`src/rtl/conv_egress.sv`:
```
// conv_egress: AXI-Stream egress FIFO that absorbs un-throttleable kernel results and raises an early stall.
// Define CONV_EGRESS_PROTOCOL_CHECK_EN to build the res_* framing monitor that drives err_o.
module conv_egress #(
    parameter int DEPTH      = 16,
    parameter int SLACK      = 4,
    parameter int LINE_CNT_W = 16,
    parameter int PIXEL_W    = 8
) (
    input  logic                  clk,
    input  logic                  arst_n,
    input  logic                  res_vld_i,
    input  logic [PIXEL_W-1:0]    res_data_i,
    input  logic                  res_sof_i,
    input  logic                  res_eol_i,
    output logic                  res_stall_o,
    output logic                  m_tvalid_o,
    output logic [PIXEL_W-1:0]    m_tdata_o,
    output logic                  m_tuser_o,
    output logic                  m_tlast_o,
    input  logic                  m_tready_i,
    output logic                  ovf_o,
    output logic [LINE_CNT_W-1:0] line_cnt_o,
    output logic                  err_o
);
    localparam int AW = $clog2(DEPTH);
    localparam int CW = AW + 1;

    typedef struct packed {
        logic [PIXEL_W-1:0] data;
        logic               sof;
        logic               eol;
    } beat_t;

    // Indexed with natural power-of-2 wrap; at most DEPTH-1 slots are ever occupied.
    beat_t          mem [DEPTH];
    beat_t          out_q;
    beat_t          in_beat;
    logic [AW-1:0]  wr_ptr, rd_ptr;
    logic [CW-1:0]  count, count_nx, ram_cnt;
    logic           out_vld, pop, push, load, from_ram, bypass, ram_wr;

    always_comb begin
        in_beat  = '{data: res_data_i, sof: res_sof_i, eol: res_eol_i};
        pop      = out_vld & m_tready_i;
        push     = res_vld_i & ((count < CW'(DEPTH)) | pop);
        ram_cnt  = count - CW'(out_vld);
        load     = ~out_vld | pop;
        from_ram = load & (ram_cnt != '0);
        bypass   = load & (ram_cnt == '0) & push;
        ram_wr   = push & ~bypass;
        count_nx = count + CW'(push) - CW'(pop);
    end

    always_ff @(posedge clk) begin
        if (ram_wr)
            mem[wr_ptr] <= in_beat;
    end

    always_ff @(posedge clk) begin
        if (!arst_n) begin
            wr_ptr      <= '0;
            rd_ptr      <= '0;
            count       <= '0;
            out_vld     <= 1'b0;
            out_q       <= '0;
            res_stall_o <= 1'b0;
            ovf_o       <= 1'b0;
            line_cnt_o  <= '0;
        end else begin
            if (ram_wr)
                wr_ptr <= wr_ptr + AW'(1);
            if (from_ram) begin
                out_q  <= mem[rd_ptr];
                rd_ptr <= rd_ptr + AW'(1);
            end else if (bypass)
                out_q <= in_beat;
            out_vld     <= from_ram | bypass | (out_vld & ~pop);
            count       <= count_nx;
            res_stall_o <= count_nx >= CW'(DEPTH - SLACK);
            ovf_o       <= ovf_o | (res_vld_i & ~push);
            if (pop)
                line_cnt_o <= out_q.sof ? LINE_CNT_W'(out_q.eol) :
                              out_q.eol ? line_cnt_o + LINE_CNT_W'(1) : line_cnt_o;
        end
    end

    assign m_tvalid_o = out_vld;
    assign m_tdata_o  = out_q.data;
    assign m_tuser_o  = out_q.sof;
    assign m_tlast_o  = out_q.eol;

`ifdef CONV_EGRESS_PROTOCOL_CHECK_EN
    logic                  seen_sof, wid_vld, wid_ok, err_q;
    logic [LINE_CNT_W-1:0] pix_cnt, width, pix_n;

    // A SOF beat starts a new frame, so any width latched earlier no longer applies to it.
    always_comb begin
        pix_n  = (res_sof_i ? '0 : pix_cnt) + LINE_CNT_W'(1);
        wid_ok = wid_vld & ~res_sof_i;
    end

    always_ff @(posedge clk) begin
        if (!arst_n) begin
            seen_sof <= 1'b0;
            wid_vld  <= 1'b0;
            pix_cnt  <= '0;
            width    <= '0;
            err_q    <= 1'b0;
        end else if (res_vld_i) begin
            err_q    <= err_q | (~seen_sof & ~res_sof_i) | (res_sof_i & (pix_cnt != '0)) |
                        (res_eol_i & wid_ok & (pix_n != width));
            seen_sof <= seen_sof | res_sof_i;
            if (res_eol_i) begin
                pix_cnt <= '0;
                if (~wid_ok & (seen_sof | res_sof_i)) begin
                    width   <= pix_n;
                    wid_vld <= 1'b1;
                end
            end else begin
                pix_cnt <= pix_n;
                if (res_sof_i)
                    wid_vld <= 1'b0;
            end
        end
    end

    assign err_o = err_q;
`else
    assign err_o = 1'b0;
`endif
endmodule

```
`config.mk`:
```
export PLATFORM = sky130hd
export DESIGN_NAME = conv_egress
export DESIGN_NICKNAME = d
export VERILOG_FILES = /design/src/rtl/conv_egress.sv
export SDC_FILE = /design/constraint.sdc
export NUM_CORES = 1
export LEC_CHECK = 0
export ABC_AREA = 1
export BUFFER_PORTS_ARGS = -buffer_cell sky130_fd_sc_hd__buf_4
export CAP_MARGIN = 20
export CORE_ASPECT_RATIO = 1.25
export CORE_MARGIN = 10
export CORE_UTILIZATION = 55
export CTS_BUF_LIST = sky130_fd_sc_hd__clkbuf_4 sky130_fd_sc_hd__clkbuf_8
export DETAILED_ROUTE_END_ITERATION = 10
export PLACE_DENSITY = 0.73
export REMOVE_ABC_BUFFERS = 1
export SYNTH_ARGS = -nofsm -noshare
export SYNTH_HDL_FRONTEND = slang
export SYNTH_SLANG_ARGS = --single-unit
```
`constraint.sdc`:
```
create_clock -name clk -period 2.3 [get_ports clk]
set_clock_uncertainty 0.05 [all_clocks]
set_input_delay 0 -clock clk [delete_from_list [all_inputs] [get_ports clk]]
set_output_delay 0 -clock clk [all_outputs]
set_load 0.01 [all_outputs]
```
Yosys cells after proc, flatten, opt, wreduce, memory -nomap -nowiden
Memories as Yosys holds them, arrays and structs flattened. A register that Yosys moved wholly into a read port is not among the register bits.
Index checks and enable logic that the tools add are counted.
W data, S select, Z words.
Operators by class
  add/sub/neg operators: 6
  magnitude comparators: 2
  mux-type cells: 8
  bitwise gates (word level): 17
  reductions and logical operators: 5
Operators by type and width (number)
  $mux W16: 2
  $mux W10: 2
  $add A16 B1 Y16 const B: 1
  $sub A5 B1 Y5: 2
  $add A4 B1 Y4 const B: 2
  $and A1 B1 Y1: 8
  $mux W4: 2
  $add A5 B1 Y5: 1
  $ge A5 B4 Y1 const B: 1
  $logic_not A5 Y1: 1
  $lt A5 B5 Y1 const B: 1
  $or A1 B1 Y1: 5
  $reduce_bool A5 Y1: 1
  $not A1 Y1: 4
  $reduce_bool A2 Y1: 2
  $mux W1: 2
  $reduce_and A2 Y1: 1
Word-level totals
  register bits: 42
  RAM bits: 160
  input port bits: 14
  output and inout port bits: 30
  memories: 1
Memories
  mem: words 16, width 10, read ports 1, clocked after memory_dff 1, wr ports 1, line 35  | beat_t mem [DEPTH];

Depth between registers and ports, before layout
Gate-level depths: netlist (run 1).
  depth in word-level cells: 8
  mapped depth: 13
  gate-level depth less buffers: 12

Worst setup path before layout (run 1)
No wires, ideal clock.
  path kind: register to register
  from: register out_vld, in the netlist m_tvalid_o
  to: register res_stall_o
  arrival: 2084 ps
  slack: 79 ps
  stages on the path, launching flop included: 13
  clock period less this slack: 2221 ps
  path through: dfxtp_1 nand2_2 clkinv_2 o21ai_2 ha_1 inv_1 ha_1 inv_1 fa_1 o31ai_1 xor2_1 nand2_1 o31ai_1
Between the ends
  word-level cells in the longest chain between the ends: 6
RTL lines
  start: declaration: line 40  | logic out_vld, pop, push, load, from_ram, bypass, ram_wr;
  start signal: assignment: line 77  | out_vld <= from_ram | bypass | (out_vld & ~pop);
  $and A1 B1 Y1 *: line 44  | pop = out_vld & m_tready_i;
  $or A1 B1 Y1: line 45  | push = res_vld_i & ((count < CW'(DEPTH)) | pop);
  $and A1 B1 Y1: line 45
  $add A5 B1 Y5: line 51  | count_nx = count + CW'(push) - CW'(pop);
  $sub A5 B1 Y5 *: line 51
  $ge A5 B4 Y1 *: line 79  | res_stall_o <= count_nx >= CW'(DEPTH - SLACK);
  end signal: assignment: line 79
  end: declaration: line 15  | output logic res_stall_o,
Every way passes the cells marked *; elsewhere a longest branch is shown, timed or not.
A chain may end at the register's enable or synchronous reset.

Worst setup path in the final report (run 1)
Ends and elaborated chain as after synthesis.

==> results.yml, run 1 <==
worst_setup_path:
  cp-end-kind: "flop"
  cp-start-kind: "flop"
  crit_fanout: 3
  cp.required_ns: 2.66
  critical_path_class: "reg2reg"
  worstPathArrival_ns: 2.72
global_route:
  overflow: 0
  grt_max_degree: 81
  grtUsageTotal_pct: 19.3
  grt_pass1_wl_um: 33700
  first_global_vias: 6600
  grt_antenna_before_repair: 0
sta:
  min_period_ns: 2.35
  timing.final.crit_share_pct: 102
  fmax_mhz: 425
  finalSetupViolations: 27
  rsz0062_at_grt: "yes"
  hold_violations: 0
  fin_ws_ns: -0.0540
  slew_viol_final: 0
  worst_pin_slew_ns: 0.706
  slew_headroom_pct: 52.9
power:
  total_power_mw: 11.0
  power_density_nw_per_um2: 1030
  power.static_leakage_nw: 4.37
  ir_drop_mv: 0.629
floorplan:
  start_util_pct: 56.4
  num_rows: 52
  dieWidth_um: 136
  top_level_ports: 44
  core-area_um2: 16300
  die_h_um: 164
  die_area_um2: 22300
yosys:
  synth-edff-count: 160
  synth_most_common_cell: "nand2_1"
  yosysSeqAreaShare_pct: 62.4
  async_reset_ff_share_pct: 0
  synth_warnings: 0
  synth.area.mux_share_pct: 0
  yosysTopAreaCellShare_pct: 52.3
  synthSimpleGateAreaFrac_pct: 24.7
  synth.distinct_cells: 39
  synth_top_family_by_area: "simple AND/OR/NAND/NOR gates"
  netlist_area_um2: 9180
  synthXorXnorAreaFrac_pct: 0.572
  synth_common_cells: "346 x nand2_1, 160 x edfxtp_1, 97 x nand3_1, 80 x inv_1, 50 x nor2_1"
  yosys-top-cells-area: "edfxtp_1 52%, nand2_1 14%, dfxtp_1 10%, nand3_1 5.3%, inv_1 3.3%"
  synthAdderAreaFrac_pct: 2.13
  syn-instance-count: 953
  yosys.area.top_type: "edfxtp_1"
  ys_seq_elements: 206
  synth_area_per_cell_um2: 9.63
  synth_compound_area_share_pct: 4.08
  ys.flop_type: "edfxtp_1"
layout:
  fin_area_um2: 10700
  finish.utilization_pct: 65.5
  layout.nets: 1061
  multiInputGateArea_um2: 2980
  antenna_cells: 0
  drive_gt1_share_pct: 17.3
  syn_to_final_growth_pct: 16.1
  num-fill-cells: 1304
  regArea_um2: 5730
  finalNonFillerCells: 1272
placed_design:
  dpl-instance-area_um2: 9760
  routabilityCongestion: 0.881
  dp_hpwl_um: 13400
  placed_cells: 1194
  port_buffers: 42
  dp_worst_setup_slack_ns: -0.119
clock_network:
  clkTransAtPathRegs_ns: 0.06
  clock_path_buffers: 3
  htreeDepth: 2
  clock_sinks: 206
  clock_latency_ns: 0.52
  cts_tree: "done"
  numCtsBuffers: 34
  cts-root-buf: "clkbuf_8"
routing:
  finalWirelength_um: 21400
  drt_iter0_markers: 551
  vias: 6800
  routed_via_density: 5.35
  drt_drc_violations_left: 0
  ant_nets: 0
  wl_per_cell_um: 16.9
  drtPass1Iterations: 5
outcome:
  violations: "setup timing"
  status: "finished with violations"
run:
  maxCapViolations: 0
worst_hold_path:
  hold_class: "in2reg"
==> logic make-up after synthesis <==
| kind of cell | Yosys count |
|---|---|
| other | 1 |
| AOI/OAI and AO/OA | 63 |
| adders and majority gates | 15 |
| xor gates and xnor gates | 6 |
| and+or+nand+nor | 534 |
| DFF | 206 |
| buffers and inverters | 128 |
==> cells in the final DEF, fill, tap and decap left out, drive strengths merged <==
cell	Yosys	layout
a311oi	1	1
fa	1	1
inv	86	87
buf	31	69
nor3	12	12
nor3b	2	2
o21ai	14	14
nand3b	1	1
nand3	104	104
xnor2	3	3
nand4	10	10
a21oi	43	43
ha	14	14
edfxtp	160	160
o31ai	2	2
dfxtp	46	46
a31o	2	2
nand2	353	353
clkbuf	9	45
xor2	3	3
clkinv	2	16
a31oi	1	1
nor2	52	52
conb	1	1
dlygate4sd3	0	14
==> area by class of cell <==
| class | instances | share of cell area [%] |
|---|---|---|
| clock buffers | 45 | 5.34 |
| repair buffers | 83 | 6.64 |
| multi-input cells | 619 | 27.9 |
| clock inverters | 15 | 0.646 |
| inverters | 88 | 3.17 |
| flip-flops and latches | 206 | 53.7 |
| well taps | 216 | 2.54 |
==> stage by stage <==
step / hold slack, ns / TNS, ns
after detailed placement: 0.249 / -6.60
after global placement: 0.253 / -2.16
after floorplan: 0.0476 / -6.94
after CTS: 0.289 / -3.23
after global routing: 0.337 / -9.45
final: 0.299 / -0.264
==> worst max-delay path: stages (launching register included) <==
cell     delay [ns]
dfxtp_2        0.32
buf_4          0.14
nand2_4        0.08
inv_4          0.05
o21ai_4        0.19
ha_4           0.23
inv_4          0.05
ha_4           0.13
inv_2          0.04
fa_2           0.39
o31ai_2        0.27
xor2_1         0.17
nand2_1        0.08
o31ai_1        0.06
==> state kept, by name (all words and copies together) (netlist names), named ones only <==
register     cells
mem            160
line_cnt_o      16
m_tdata_o        8
count            5
rd_ptr           4
wr_ptr           4
m_tlast_o        1
m_tuser_o        1
m_tvalid_o       1
ovf_o            1
res_stall_o      1
==> final timing paths <==
kind	from	to	slack (ns)	cells after the start
max	m_tvalid_o	res_stall_o	-0.05	13
min	arst_n	count[0]	0.30	4
max reg2reg	m_tvalid_o	res_stall_o	-0.05	13
min reg2reg	ovf_o	ovf_o	0.41	2
==> where the power goes <==
group	leakage [nW]	internal (mW)	switching [mW]
clock network	0.350	1.62	1.40
registers	1.82	4.31	0.190
logic	2.20	1.24	2.28
==> timing repair <==
| item | 4_1_cts | 5_1_grt |
|---|---|---|
| resized for setup | 14 | 13 |
| pin swaps | 0 | 6 |
| setup endpoints to repair | 130 | 33 |
| gates cloned | 0 | 0 |
| endpoints found under the hold margin | 185 | 0 |
| hold buffers | 14 | 0 |
| setup buffers | 0 | 4 |
==> layer usage <==
layer	track usage, %	up-vias	routed length [µm]
met5	0	-	0
met4	8.73	0	704
met2	34.1	227	11200
li1	-	3311	-
met1	22.1	3209	8290
met3	3.53	53	1280
(Power assumes the default switching activity.)
==> run 2, diff against run 1 <==
CELL_PAD_IN_SITES_DETAIL_PLACEMENT = 1   (was default)
CELL_PAD_IN_SITES_GLOBAL_PLACEMENT = 1   (was default)
CORE_UTILIZATION = 45   (was 55)
PLACE_DENSITY = 0.76   (was 0.73)
RECOVER_POWER = 50   (was default)
==> results.yml, run 2 (synthesis gave the netlist of run 1 again) <==
clock_network:
  clkTransAtPathRegs_ns: 0.06
  clock_sinks: 206
  cts-root-buf: "clkbuf_8"
  numCtsBuffers: 34
  clock_path_buffers: 3
  cts_tree: "done"
  clock_latency_ns: 0.53
  htreeDepth: 2
routing:
  finalWirelength_um: 25600
  ant_nets: 0
  drt_iter0_markers: 528
  routed_via_density: 5.21
  drt_drc_violations_left: 0
  wl_per_cell_um: 19.1
  vias: 7003
  drtPass1Iterations: 5
layout:
  num-fill-cells: 2271
  final_cell_mix: "346 x nand2_1, 160 x edfxtp_1, 97 x nand3_1, 78 x inv_1, 68 x buf_4"
  finish.utilization_pct: 54.9
  largest_reg_flops: 160
  final_common_cell: "nand2_1"
  top_register: "mem"
  finalNonFillerCells: 1343
  drive_gt1_share_pct: 17.8
  layout.nets: 1076
  antenna_cells: 0
  syn_to_final_growth_pct: 20.2
worst_setup_path:
  r2r_cells: 11
  cp-end-kind: "flop"
  cp-start-kind: "flop"
  critical_path_class: "reg2reg"
  r2r_slack_ns: -0.06
  worstPathArrival_ns: 2.47
  cp.required_ns: 2.40
  crit_fanout: 10
sta:
  slew_viol_final: 0
  min_period_ns: 2.36
  slew_headroom_pct: 36.1
  timing.final.crit_share_pct: 103
  hold_violations: 0
  rsz0062_at_grt: "yes"
  finalSetupViolations: 20
  fmax_mhz: 423
  tns_ns: -0.914
  fin_ws_ns: -0.0617
  holdWs_ns: 0.286
  worst_pin_slew_ns: 0.958
outcome:
  status: "finished with violations"
  violations: "setup timing"
placed_design:
  dp_hpwl_um: 16400
  placed_cells: 1260
  routabilityCongestion: 0.851
  port_buffers: 42
global_route:
  grt_max_degree: 54
  first_global_vias: 7579
  grt_antenna_before_repair: 0
  overflow: 0
  grt_pass1_wl_um: 40300
  grtUsageTotal_pct: 19.1
worst_hold_path:
  hold_depth: 4
  hold_class: "in2reg"
power:
  power.static_leakage_nw: 4.48
  ir_drop_mv: 0.733
  power_density_nw_per_um2: 1090
floorplan:
  die_h_um: 180
  top_level_ports: 44
  die_area_um2: 26500
  start_util_pct: 45.7
  num_rows: 58
  dieWidth_um: 148
  core-area_um2: 20100
run:
  maxCapViolations: 0
==> run 2: cell count changes in the layout (fill, tap and decap cells not counted), moves of 3 or more <==
cell,previous run,this run
clkinv_1,6,3
buf_4,65,68
nor2_2,16,5
buf_6,0,3
bufinv_16,0,6
clkbuf_1,0,10
nor2_4,1,10
clkinv_2,10,4
==> run 2: worst paths after layout <==
path / start / end
max reg2reg: count[0] / mem[9][5]
min reg2reg: m_tdata_o[0] / m_tdata_o[0]
max: count[0] / mem[9][5]
min: arst_n / count[0]
==> run 2: final cells by class <==
| class | instances | area, µm² | area share [%] |
|---|---|---|---|
| Multi-Input combinational cell | 619 | 3030 | 27.4 |
| Timing Repair Buffer | 98 | 782 | 7.09 |
| Inverter | 88 | 340 | 3.08 |
| Sequential cell | 206 | 5730 | 51.9 |
| Clock inverter | 14 | 223 | 2.02 |
| Tap cell | 270 | 338 | 3.06 |
| Clock buffer | 48 | 598 | 5.42 |
==> run 2: what timing repair did <==
item | 4_1_cts | 5_1_grt
endpoints found under the setup margin | 122 | 133
buffers inserted | 4 | 3
pin swaps | 6 | 7
endpoints found under the hold margin | 186 | 0
hold buffers | 14 | 0
gates resized for setup | 19 | 20
==> run 2: layer usage <==
metal | share of wire, % | global-route usage, % | routed length (µm)
met4 | 2.4 | 6.59 | 626
met3 | 5.0 | 3.34 | 1280
met5 | 0 | 0 | 0
met2 | 53 | 35.2 | 13700
met1 | 39 | 21.6 | 10100
==> run 2: power breakdown <==
group	switching [mW]	leakage, nW	internal, mW	total [mW]
clock network	1.50	0.423	2.37	3.87
logic	2.39	2.23	1.26	3.65
registers	0.177	1.82	4.31	4.49
==> run 2: critical path, cell delays in order (launching register included) <==
cell	delay, ns
dfxtp_1	0.35
inv_1	0.05
ha_1	0.29
inv_1	0.09
nor2_1	0.05
o21ai_2	0.05
nor2_2	0.06
nand3_1	0.07
nand2_2	0.07
inv_2	0.10
nand2_1	0.21
nor2_2	0.55
==> run 2: through the flow <==
stage	worst slack, ns	area, µm²	power, mW
4_1_cts	-0.0942	11000	12.0
6_report	-0.0617	11000	12.0
2_1_floorplan	-0.700	8950	6.63
3_5_place_dp	-0.228	9910	8.01
5_1_grt	-0.206	11000	12.7
3_3_place_gp	-0.157	9910	7.91
==> run 3, diff against run 2 <==
--- a/config.mk
+++ b/config.mk
@@ -8,3 +8,3 @@
 export ABC_AREA = 1
-export BUFFER_PORTS_ARGS = -buffer_cell sky130_fd_sc_hd__buf_4
+export BUFFER_PORTS_ARGS = -buffer_cell sky130_fd_sc_hd__buf_2
 export CAP_MARGIN = 20
==> constraint.sdc (replaced) <==
create_clock -name clk -period 2.3 [get_ports clk]
set_clock_uncertainty 0.05 [all_clocks]
set_input_delay 0.115 -clock clk [delete_from_list [all_inputs] [get_ports clk]]
set_output_delay 0.115 -clock clk [all_outputs]
set_load 0.01 [all_outputs]
==> results.yml, run 3 (synthesis gave the netlist of run 1 again) <==
floorplan:
  start_util_pct: 45.7
  num_rows: 58
  core-area_um2: 20100
  top_level_ports: 44
  dieWidth_um: 148
  die_area_um2: 26500
  die_h_um: 180
worst_setup_path:
  critical_path_class: "reg2reg"
  cp.required_ns: 2.39
  crit_fanout: 10
  r2r_slack_ns: -0.08
  r2r-start: "count[2]"
  worstPathArrival_ns: 2.47
  r2r_cells: 11
  cp-start-kind: "flop"
  reg2reg_to: "mem[8][1]"
  cp-end-kind: "flop"
routing:
  drtPass1Iterations: 5
  vias: 7005
  finalWirelength_um: 25400
  routed_via_density: 5.21
  wl_per_cell_um: 18.9
  ant_nets: 0
  drt_drc_violations_left: 0
  drt_iter0_markers: 432
layout:
  antenna_cells: 0
  layout.nets: 1080
  num-fill-cells: 2293
  final_common_cell: "nand2_1"
  final_cell_mix: "346 x nand2_1, 160 x edfxtp_1, 97 x nand3_1, 78 x inv_1, 44 x dfxtp_1"
  largest_reg_flops: 160
  syn_to_final_growth_pct: 18.5
  drive_gt1_share_pct: 18.0
  top_register: "mem"
clock_network:
  htreeDepth: 2
  clock_path_buffers: 3
  clock_latency_ns: 0.51
  clkTransAtPathRegs_ns: 0.06
  numCtsBuffers: 35
  cts_tree: "done"
  cts-root-buf: "clkbuf_8"
  clock_sinks: 206
sta:
  slew_headroom_pct: 32.2
  slew_viol_final: 0
  hold_violations: 0
  timing.final.crit_share_pct: 104
  min_period_ns: 2.38
  rsz0062_at_grt: "yes"
  fmax_mhz: 420
  fin_ws_ns: -0.0813
  finalSetupViolations: 40
  worst_pin_slew_ns: 1.02
worst_hold_path:
  hold_path_end: "line_cnt_o[9]"
  hold_depth: 3
  hold_class: "in2reg"
  hp-start: "arst_n"
power:
  power.static_leakage_nw: 4.43
  ir_drop_mv: 0.625
  pwr-share-comb_pct: 32.8
  p_seq_share_pct: 39.4
  pwr-share-clk_pct: 27.8
  switchingPower_mw: 4.04
  p_int_mw: 7.34
  total_power_mw: 11.4
  power_density_nw_per_um2: 1050
  switching_share_pct: 35.5
global_route:
  grt_antenna_before_repair: 0
  grt_max_degree: 41
  first_global_vias: 7546
  overflow: 0
  grtUsageTotal_pct: 19.0
  grt_pass1_wl_um: 40100
run:
  maxCapViolations: 0
placed_design:
  dp_worst_setup_slack_ns: -0.304
  port_buffers: 42
  dp_hpwl_um: 16500
  routabilityCongestion: 0.811
outcome:
  status: "finished with violations"
  violations: "setup timing"
run 3: worst max-delay path, stage by stage (launching register included):
cell and delay [ns]:
dfxtp_1 0.33, inv_1 0.07, ha_1 0.23, nand2_1 0.08, nand2_1 0.05, nand2_1 0.08, nor2_2 0.04, nand3_1 0.08
nand2_2 0.08, inv_2 0.11, nand2_1 0.18, nor2_2 0.61
run 3: worst max path at each step:
stage                     startpoint           end  slack (ns)  cells past startpoint
final                       count[2]     mem[8][1]       -0.08                     11
after CTS                 m_tvalid_o   res_stall_o       -0.06                     13
after global routing        count[2]     mem[8][8]       -0.18                     11
after global placement      count[0]     mem[8][6]       -0.20                     11
after floorplan                 flop  m_tdata_o[1]       -0.70                      9
after detailed placement    count[2]     mem[1][6]       -0.30                     12
run 3: power groups by stage:
stage / registers, mW / logic (mW) / clock network, mW
3_5_place_dp: 4.56 / 3.52 / 0
6_report: 4.49 / 3.73 / 3.16
2_1_floorplan: 4.73 / 1.90 / 0
3_3_place_gp: 4.55 / 3.43 / 0
5_1_grt: 4.52 / 4.17 / 3.39
4_1_cts: 4.49 / 3.69 / 3.23
run 3: what timing repair did:
action,CTS,global route
endpoints found under the hold margin,134,0
gates resized for setup,25,14
hold buffers,17,0
endpoints found under the setup margin,142,148
gates cloned,0,0
pin swaps,7,7
setup buffers,6,1
run 3: final cells by class:
| class | count | area, µm² | share of cell area [%] |
|---|---|---|---|
| Sequential cell | 206 | 5730 | 52.7 |
| Inverter | 88 | 338 | 3.11 |
| Tap cell | 270 | 338 | 3.11 |
| Timing Repair Buffer | 101 | 778 | 7.16 |
| Clock buffer | 49 | 606 | 5.57 |
| Clock inverter | 12 | 63.8 | 0.587 |
| Multi-Input combinational cell | 619 | 3020 | 27.8 |
run 3: layer usage:
metal | track usage [%] | wire length, µm | vias up
met1 | 21.7 | 10200 | 3444
met5 | 0 | 0 | -
met4 | 7.66 | 884 | 0
met2 | 33.7 | 13300 | 152
li1 | - | - | 3349
met3 | 3.82 | 984 | 60
run 3: per-stage QoR:
| stage | instance area, µm² | TNS [ns] | std cells | util [%] | hold slack (ns) |
|---|---|---|---|---|---|
| after floorplan | 8950 | -6.94 | 913 | - | 0.163 |
| after global placement | 9840 | -17.59 | 1260 | 49.0 | 0.372 |
| after detailed placement | 9840 | -31.59 | 1260 | 49.0 | 0.369 |
| after CTS | 10800 | -0.951 | 1344 | 53.7 | 0.00107 |
| after global routing | 10900 | -12.29 | 1345 | 54.1 | 0.0510 |
| final | 10900 | -1.51 | 1345 | 54.1 | 0.0713 |
